### src/rtl/beat_scheduler.sv
// beat_scheduler: tempo controller turning a BPM request into a beat period
// and emitting quarter/eighth enables plus a wrapping step index.
module beat_scheduler #(
    parameter int CLK_HZ      = 50_000_000,
    parameter int MIN_BPM     = 30,
    parameter int MAX_BPM     = 240,
    parameter int DEFAULT_BPM = 60,
    parameter int STEPS       = 16
) (
    input  logic       clk,
    input  logic       reset,
    input  logic       go,
    input  logic       bpm_load,
    input  logic [7:0] bpm,
    output logic       quarter_en,
    output logic       eighth_en,
    output logic [3:0] step,
    output logic       running,
    output logic       div_busy,
    output logic [7:0] cur_bpm
);

    localparam longint      NUM_L      = longint'(CLK_HZ) * 60;
    localparam logic [31:0] NUM        = 32'(NUM_L);
    localparam logic [31:0] DEF_PERIOD = 32'(NUM_L / DEFAULT_BPM);
    localparam logic [7:0]  MIN_B      = 8'(MIN_BPM);
    localparam logic [7:0]  MAX_B      = 8'(MAX_BPM);
    localparam logic [7:0]  DEF_B      = 8'(DEFAULT_BPM);
    localparam logic [3:0]  LAST_STEP  = 4'(STEPS - 1);

    typedef enum logic {IDLE, RUN} state_t;

    state_t      state, state_n;
    logic [31:0] cnt, cnt_n;
    logic [31:0] period, period_n;
    logic [3:0]  step_n;
    logic        q_n, e_n;

    logic [7:0]  dvs;
    logic [7:0]  rem, rem_n;
    logic [31:0] quot, quot_n;
    logic [4:0]  div_cnt;
    logic [8:0]  trial;
    logic        ge;
    logic        div_done;
    logic        start;
    logic [7:0]  bpm_c;

    logic        pend_valid;
    logic [31:0] pend_period;
    logic [7:0]  pend_bpm;
    logic        wrap;
    logic        apply;

    // Clamp the request so the divisor is never zero.
    always_comb begin
        bpm_c = bpm;
        if (bpm < MIN_B)
            bpm_c = MIN_B;
        else if (bpm > MAX_B)
            bpm_c = MAX_B;
    end

    // One restoring-division iteration: shift in a numerator bit, subtract if it fits.
    always_comb begin
        trial  = {rem, quot[31]};
        ge     = trial >= {1'b0, dvs};
        rem_n  = ge ? 8'(trial - {1'b0, dvs}) : trial[7:0];
        quot_n = {quot[30:0], ge};
    end

    assign start    = bpm_load && !div_busy;
    assign div_done = div_busy && (div_cnt == 5'd31);

    // Sequential divider; the quotient register starts out holding the numerator.
    always_ff @(posedge clk or negedge reset) begin
        if (!reset) begin
            div_busy <= 1'b0;
            div_cnt  <= '0;
            dvs      <= '0;
            rem      <= '0;
            quot     <= '0;
        end else if (start) begin
            div_busy <= 1'b1;
            div_cnt  <= '0;
            dvs      <= bpm_c;
            rem      <= '0;
            quot     <= NUM;
        end else if (div_busy) begin
            rem     <= rem_n;
            quot    <= quot_n;
            div_cnt <= div_cnt + 5'd1;
            if (div_done)
                div_busy <= 1'b0;
        end
    end

    assign wrap  = (cnt == period - 32'd1);
    assign apply = pend_valid && ((state == IDLE) || wrap);
    assign period_n = apply ? pend_period : period;

    // Pending result and the tempo in effect; a fresh result beats an apply.
    always_ff @(posedge clk or negedge reset) begin
        if (!reset) begin
            pend_valid  <= 1'b0;
            pend_period <= '0;
            pend_bpm    <= '0;
            period      <= DEF_PERIOD;
            cur_bpm     <= DEF_B;
        end else begin
            if (apply) begin
                pend_valid <= 1'b0;
                period     <= pend_period;
                cur_bpm    <= pend_bpm;
            end
            if (div_done) begin
                pend_valid  <= 1'b1;
                pend_period <= quot_n;
                pend_bpm    <= dvs;
            end
        end
    end

    // State register.
    always_ff @(posedge clk or negedge reset) begin
        if (!reset)
            state <= IDLE;
        else
            state <= state_n;
    end

    // Next-state logic: go is a plain run/stop level.
    always_comb begin
        state_n = state;
        unique case (state)
            IDLE: if (go)  state_n = RUN;
            RUN:  if (!go) state_n = IDLE;
            default: state_n = IDLE;
        endcase
    end

    // Output logic: next values of the registered counter and enables.
    always_comb begin
        cnt_n  = '0;
        step_n = '0;
        q_n    = 1'b0;
        e_n    = 1'b0;
        if (state_n == RUN) begin
            if (state == IDLE) begin
                q_n = 1'b1;
                e_n = 1'b1;
            end else begin
                cnt_n  = wrap ? 32'd0 : cnt + 32'd1;
                step_n = step;
                if (wrap)
                    step_n = (step == LAST_STEP) ? 4'd0 : step + 4'd1;
                q_n = wrap;
                e_n = wrap || (cnt_n == (period_n >> 1));
            end
        end
    end

    // Output and counter registers.
    always_ff @(posedge clk or negedge reset) begin
        if (!reset) begin
            cnt        <= '0;
            step       <= '0;
            quarter_en <= 1'b0;
            eighth_en  <= 1'b0;
            running    <= 1'b0;
        end else begin
            cnt        <= cnt_n;
            step       <= step_n;
            quarter_en <= q_n;
            eighth_en  <= e_n;
            running    <= (state_n == RUN);
        end
    end

endmodule

### config.mk
export PLATFORM = sky130hd
export DESIGN_NAME = beat_scheduler
export DESIGN_NICKNAME = d
export VERILOG_FILES = /design/src/rtl/beat_scheduler.sv
export SDC_FILE = /design/constraint.sdc
export NUM_CORES = 1
export LEC_CHECK = 0
export CAP_MARGIN = 20
export CELL_PAD_IN_SITES_DETAIL_PLACEMENT = 2
export CELL_PAD_IN_SITES_GLOBAL_PLACEMENT = 2
export CORE_MARGIN = 2
export CORE_UTILIZATION = 38
export CTS_BUF_LIST = sky130_fd_sc_hd__clkbuf_2
export CTS_CLUSTER_SIZE = 30
export DETAILED_ROUTE_END_ITERATION = 16
export PLACE_DENSITY_LB_ADDON = 0.1
export SETUP_SLACK_MARGIN = 0.05
export SLEW_MARGIN = 30
export SYNTH_ARGS = -nofsm -noshare
export SYNTH_HDL_FRONTEND = slang
export SYNTH_SLANG_ARGS = --single-unit
### constraint.sdc
create_clock -name clk -period 4.6 [get_ports clk]
set_input_delay 0.92 -clock clk [delete_from_list [all_inputs] [get_ports clk]]
set_output_delay 0.92 -clock clk [all_outputs]
set_load 0.1 [all_outputs]
==> impl_metrics.toml, run 1 <==
[run_status]
status = "finished clean"

[pwr]
total_power_mw = 8.11
ir_drop_v = 0.000391
power_density_nw_per_um2 = 728
sequentialPowerShare_pct = 33.3
p_leak_nw = 4.86
pwr-share-comb_pct = 56.1
power.switching_mw = 3.77
switching_share_pct = 46.6
p_int_mw = 4.33
clkPwrFrac_pct = 10.6

[floorplan]
die_area_sq_um = 27000
die_w_microns = 164
coreArea_sq_um = 25200
num_rows = 58
start_util_pct = 38.8
ios = 28
fp.dieH_microns = 164

[worst_setup_path]
crit_top_cell = "or4_4"
worstRegToRegCells = 15
crit_path_end_kind = "register"
crit_fanout = 14
required_ps = 5280
arrival_ps = 5250
worst-path-buf-inv = 2
start_kind = "register"
crit_chain = "inv_1 > ha_2 > or4b_4 > or4_4 > or3_1 > o31ai_2 > nand2_1 > or4_4 > o31ai_4 > buf_12 > mux2_2 > a22o_1 > nor4_4 > nand4_1 > o31ai_1"
crit_cells = 15
criticalPathCategory = "register to register"
slowest_delay_ps = 540
cpMaxStageDelayCell = "or4_4"
cp_top_family = "simple AND/OR/NAND/NOR gates"

[yosys]
yosysUniqueCellTypes = 74
syn_inst = 993
ys_top_cells_by_area = "dfrtp_1 40%, mux2_2 8.2%, xnor2_1 4.4%"
synthesis.nets = 1019
syn_avg_cell_area_sq_um = 9.84
synth-seq-area-share_pct = 44.8
ys_warn_count = 0
synth-edff-count = 0
synth_top_area_share_pct = 40.5
ys_ff_latch = 174
async_reset_ff_share_pct = 100
synthFlopType = "dfrtp_1"
netlist_area_sq_um = 9770
synth_area_leader_cell = "dfrtp_1"

[timing]
worst_pin_slew_ps = 986
period_share_pct = 99.4
maxSlewHeadroom_pct = 34.0
finalMaxSlewViolations = 0
fin_crit_ps = 4570
fin_setup_tns_ps = 0
hold_viol = 0
finalClockSkew_ps = 82.3
rsz0062_at_grt = "yes"
fmax_ghz = 0.219
setup_viol = 0

[clock_tree]
cts_tree = "done"
clk_latency_ps = 780
clk_pin_slew_ps = 330
cts_root_buf = "clkbuf_2"
ctsHoldBuffers = 0
ctsLongestPathBuffers = 2
htree_levels = 4
cts.sinks = 174
numCtsBuffers = 17

[grt]
grt_max_degree = 98
grt_pass1_wl_mm = 51.4
grt-ovfl-total = 0
antenna_found_initial = 1
first_global_vias = 8824
grt_use_total_pct = 25.3

[placed_design]
place_area_sq_um = 10800
dp_hpwl_mm = 24.9
io_buffer_count = 27
place.gp.congestion = 0.864

[layout]
postLayoutCoreUtil_pct = 44.2
nNetsFinal = 1081
drive_gt1_share_pct = 20.8
fin_area_sq_um = 11100
area_delta_synth_final_pct = 14.0

[drt]
totalWireLength_mm = 32.4
ant_nets = 0
first_pass_iters = 7
dr_total_vias = 8004
first_iter_violations = 442
drc = 0
routed_via_density = 5.72
wire_per_inst_microns = 23.2

[run]
maxCapViolCount = 0

[worst_hold_path]
hold_class = "input pin to asynchronous set/reset pin"
## worst register-to-register path, cell delays in order (launching register included)
cell and delay, ps:
dfrtp_1 460, inv_1 70, ha_2 170, or4b_4 470, or4_4 540, or3_1 340
o31ai_2 220, nand2_1 80, or4_4 460, o31ai_4 260, buf_12 190, mux2_2 360
a22o_1 250, nor4_4 290, nand4_1 130, o31ai_1 210
## cell families after synthesis
kind of cell / Yosys count / share of synthesized area, %
and+or+nand+nor: 358 / 18.7
muxes: 88 / 9.99
AOI/OAI and AO/OA: 179 / 12.5
adders and majority gates: 14 / 1.87
DFF: 174 / 44.8
buffers and inverters: 90 / 3.97
xor gates and xnor gates: 90 / 8.21
## through the flow
step | setup slack [ps] | std cells | hold slack (ps)
2_1_floorplan | 66.5 | 993 | 444
3_3_place_gp | -45.4 | 1365 | 463
3_5_place_dp | -159 | 1365 | 471
4_1_cts | -19.1 | 1398 | 131
5_1_grt | -181 | 1399 | 88.4
6_report | 28.9 | 1399 | 144
## Yosys cell counts, drive strengths merged, types with 23 or more instances
library cell,instances
o21ai,57
mux2,73
a22o,30
a21oi,26
nor3,23
inv,30
dfrtp,158
nand2,93
nor2,88
xnor2,49
clkbuf,49
xor2,40
## area by class of cell
cell class,count,area (sq um)
flip-flops and latches,174,4380
diodes,1,2.50
inverters,30,113
fillers,2693,14000
well taps,330,413
multi-input cells,729,5090
clock inverters,14,170
repair buffers,103,881
clock buffers,18,90.1
## placed cells by master, fill, tap and decap left out, types with 4 or more instances in the layout
cell type and count:
a211oi_1 5, a21o_1 4, a21oi_1 26, a22o_1 30, a22oi_1 4, a31oi_1 6
and2_1 4, and3_1 11, and4_1 6, buf_4 71, clkbuf_2 18, clkdlybuf4s50_1 26
clkinv_8 5, dfrtp_1 157, dfstp_2 16, ha_1 12, inv_1 29, inv_8 4
mux2_2 70, mux2i_1 14, nand2_1 92, nand2b_1 12, nand3_1 19, nand3b_1 6
nand4_1 20, nand4b_1 5, nor2_1 86, nor2b_1 11, nor3_1 22, nor4_1 18
o21ai_0 57, o221ai_1 4, o22ai_1 4, o31ai_1 6, or2_2 5, or3_1 9
or4_1 9, xnor2_1 49, xor2_1 40
## state kept, by name, indices dropped and copies added, names as in the netlist, 8 cells and up
| register | cells |
|---|---|
| period | 32 |
| pend_period | 32 |
| pend_bpm | 8 |
| rem | 8 |
| dvs | 8 |
| quot | 32 |
| cur_bpm | 8 |
| cnt | 32 |
## path summary, 6_finish.rpt
kind	end	slack [ps]	startpoint
worst max-delay path	eighth_en$_DFF_PN0_	30	period[1]$_DFF_PN0_
worst min-delay path	dvs[5]$_DFFE_PN0P_	140	reset
worst max register to register	eighth_en$_DFF_PN0_	30	period[1]$_DFF_PN0_
worst min register to register	pend_bpm[6]$_DFFE_PN0P_	520	pend_bpm[6]$_DFFE_PN0P_
max in group asynchronous	period[15]$_DFF_PN1_	3380	reset
min in group clk	pend_bpm[6]$_DFFE_PN0P_	520	pend_bpm[6]$_DFFE_PN0P_
## power groups by stage
stage	Clock (mW)	Combinational [mW]	Sequential [mW]
after global routing	0.957	4.97	2.77
after CTS	0.896	4.54	2.69
after floorplan	0	2.87	2.69
after detailed placement	0	4.47	2.72
final	0.856	4.55	2.70
after global placement	0	4.31	2.69
## per-layer routing
layer / routed length, microns / up-vias / GRT usage [%] / share of wire [%]
li1: - / 3676 / - / -
met4: 983 / 0 / 8.17 / 3.0
met2: 15600 / 134 / 42.4 / 48
met5: 0 / - / 0 / 0
met1: 14800 / 4153 / 33.9 / 46
met3: 1090 / 41 / 3.31 / 3.3
## what timing repair did
| action | in CTS | in global routing |
|---|---|---|
| setup endpoints to repair | 1 | 1 |
| buffers inserted | 1 | 0 |
| hold endpoints to repair | 0 | 0 |
| gates resized for setup | 6 | 7 |
| pin swaps | 1 | 1 |
Note: power is estimated with default switching activity, not from simulation.
==> run 2: changes to the inputs <==
--- a/config.mk
+++ b/config.mk
@@ -5,11 +5,12 @@
 export SDC_FILE = /design/constraint.sdc
 export NUM_CORES = 1
 export LEC_CHECK = 0
+export ABC_AREA = 1
 export CAP_MARGIN = 20
 export CELL_PAD_IN_SITES_DETAIL_PLACEMENT = 2
 export CELL_PAD_IN_SITES_GLOBAL_PLACEMENT = 2
 export CORE_MARGIN = 2
-export CORE_UTILIZATION = 38
+export CORE_UTILIZATION = 34
 export CTS_BUF_LIST = sky130_fd_sc_hd__clkbuf_2
 export CTS_CLUSTER_SIZE = 30
 export DETAILED_ROUTE_END_ITERATION = 16
==> impl_metrics.toml, run 2 <==
[timing]
fmax_ghz = 0.245
finalClockSkew_ps = 50.7
period_share_pct = 88.6
maxSlewHeadroom_pct = 33.3
setup_viol = 0
fin_crit_ps = 4080
rsz0062_at_grt = "no"
hold_viol = 0
fin_setup_tns_ps = 0
worst_pin_slew_ps = 997
finalMaxSlewViolations = 0

[worst_setup_path]
slowest_delay_ps = 510
worst-path-buf-inv = 3
worstRegToRegCells = 22
r2r_end = "eighth_en$_DFF_PN0_"
criticalPathCategory = "register to register"
crit_fanout = 37
cp_top_family = "simple AND/OR/NAND/NOR gates"
timing.rr.start = "period[2]$_DFF_PN0_"
crit_chain = "inv_2 > nand3_2 > nor2_2 > nand2_1 > o21bai_1 > nand2_1 > nor2_1 > nand2_1 > nor2_1 > nand3_1 > nand2_2 > buf_12 > nand3_1 > nand3_1 > nand2_1 > inv_1 > nand2_1 > nor2_1 > nand2_1 > nor2_1 > nand2_1 > nand2_1"
start_kind = "register"
crit_path_end_kind = "register"
required_ps = 5340
crit_top_cell = "nand2_1"
cpMaxStageDelayCell = "dfrtp_1"
arrival_ps = 4820
r2r_slack_ps = 520

[pwr]
p_leak_nw = 5.93
total_power_mw = 7.66
power_density_nw_per_um2 = 676
ir_drop_v = 0.000303

[yosys]
synth_xor_area_share_pct = 4.79
synth_simple_gate_area_share_pct = 33.8
synth_compound_area_share_pct = 7.72
synth-edff-count = 0
synth-seq-area-share_pct = 41.9
ys_ff_latch = 174
syn_avg_cell_area_sq_um = 7.07
ys_top_cells_by_area = "dfrtp_1 38%, nand2_1 16%, inv_1 7.6%"
netlist_area_sq_um = 10400
ys_warn_count = 0
synthAdderAreaFrac_pct = 1.75
async_reset_ff_share_pct = 100
synth_area_leader_cell = "dfrtp_1"
synth_top_family_by_area = "simple AND/OR/NAND/NOR gates"
yosys-top-cells-count = "432 x nand2_1, 212 x inv_1, 167 x nor2_1"
yosysMostFrequentCell = "nand2_1"
syn_inst = 1474
synthFlopType = "dfrtp_1"
synth.mux.area_fraction_pct = 0
yosysUniqueCellTypes = 43
synthesis.nets = 1500
synth_top_area_share_pct = 37.9

[floorplan]
start_util_pct = 34.3
coreArea_sq_um = 30400
die_area_sq_um = 32100
die_w_microns = 179
fp.dieH_microns = 179
num_rows = 64
ios = 28

[clock_tree]
clk_latency_ps = 810
clk_pin_slew_ps = 290
ctsLongestPathBuffers = 2
cts.sinks = 174
ctsHoldBuffers = 0
numCtsBuffers = 17
htree_levels = 4
cts_tree = "done"
ctsResizeCount = 0
cts_root_buf = "clkbuf_2"
cts_setup_buffers = 0

[grt]
grt_pass1_wl_mm = 60.0
grt_max_degree = 106
grt-ovfl-total = 0
grt_use_total_pct = 24.7
antenna_found_initial = 2
first_global_vias = 10377

[drt]
routed_via_density = 5.07
dr_total_vias = 9649
first_iter_violations = 450
ant_nets = 0
first_pass_iters = 5
drc = 0
wire_per_inst_microns = 19.8
totalWireLength_mm = 37.7

[run_status]
status = "finished clean"

[layout]
regArea_sq_um = 4380
nNetsFinal = 1518
area_delta_synth_final_pct = 8.72
drive_gt1_share_pct = 6.18
multi_input_area_sq_um = 5010
layout_commonest_cell = "nand2_1"
mostFrequentLayoutCells = "431 x nand2_1, 212 x inv_1, 167 x nor2_1"
fillCellCount = 3733

[worst_hold_path]
hold_class = "input pin to asynchronous set/reset pin"

[placed_design]
dp_hpwl_mm = 29.9
place.gp.congestion = 0.892
io_buffer_count = 27

[run]
maxCapViolCount = 0
-- run 2: per-stage QoR --
stage	hold WS (ps)	setup WS (ps)	instances	instance area [sq um]	utilization, %
2_1_floorplan	442	1900	1474	10400	-
5_1_grt	148	149	1902	11300	37.3
4_1_cts	138	502	1901	11300	37.2
3_3_place_gp	455	719	1869	11100	36.5
3_5_place_dp	459	607	1869	11100	36.5
6_report	164	522	1902	11300	37.3
-- run 2: how the worst max path moves through the flow --
stage | from | to | slack, ps | depth (start not counted)
after detailed placement | period[2]$_DFF_PN0_ | eighth_en$_DFF_PN0_ | 610 | 22
after global placement | period[4]$_DFF_PN0_ | eighth_en$_DFF_PN0_ | 720 | 22
after floorplan | period[0]$_DFFE_PN0N_ | eighth_en$_DFF_PN0_ | 1900 | 25
final | period[2]$_DFF_PN0_ | eighth_en$_DFF_PN0_ | 520 | 22
after global routing | period[3]$_DFF_PN0_ | eighth_en$_DFF_PN0_ | 150 | 22
after CTS | period[2]$_DFF_PN0_ | eighth_en$_DFF_PN0_ | 500 | 22
-- run 2: metal layers --
| metal | vias to the layer above | share of wire [%] | track usage [%] |
|---|---|---|---|
| met5 | - | 0 | 0 |
| met4 | 0 | 2.3 | 7.06 |
| met3 | 45 | 2.0 | 2.86 |
| met2 | 97 | 48 | 40.9 |
| met1 | 4824 | 48 | 33.9 |
| li1 | 4683 | - | - |
-- run 2: layout make-up --
type	count	share of cell area [%]
diodes	1	0.0221
clock buffers	20	0.883
clock inverters	12	0.993
inverters	222	7.35
multi-input cells	1034	44.2
flip-flops and latches	174	38.6
well taps	396	4.37
repair buffers	43	3.59
-- run 2: cells by family (layout without fill, tap and decap cells) --
group / after synthesis / count (layout)
DFF: 174 / 174
xor gates and xnor gates: 57 / 57
adders and majority gates: 14 / 14
other: 0 / 1
buffers and inverters: 266 / 297
and+or+nand+nor: 821 / 821
AOI/OAI and AO/OA: 142 / 142
-- run 2: worst reg2reg max path, cell delays in order (launching register included) --
cell	delay [ps]
dfrtp_1	510
inv_2	130
nand3_2	130
nor2_2	450
nand2_1	210
o21bai_1	300
nand2_1	150
nor2_1	130
nand2_1	50
nor2_1	140
nand3_1	240
nand2_2	250
buf_12	220
nand3_1	200
nand3_1	160
nand2_1	70
inv_1	70
nand2_1	70
nor2_1	90
nand2_1	90
nor2_1	190
nand2_1	90
nand2_1	60
-- run 2: power by group --
part	internal [mW]	switching (mW)
clock network	0.206	0.590
logic	1.40	3.05
registers	2.03	0.386
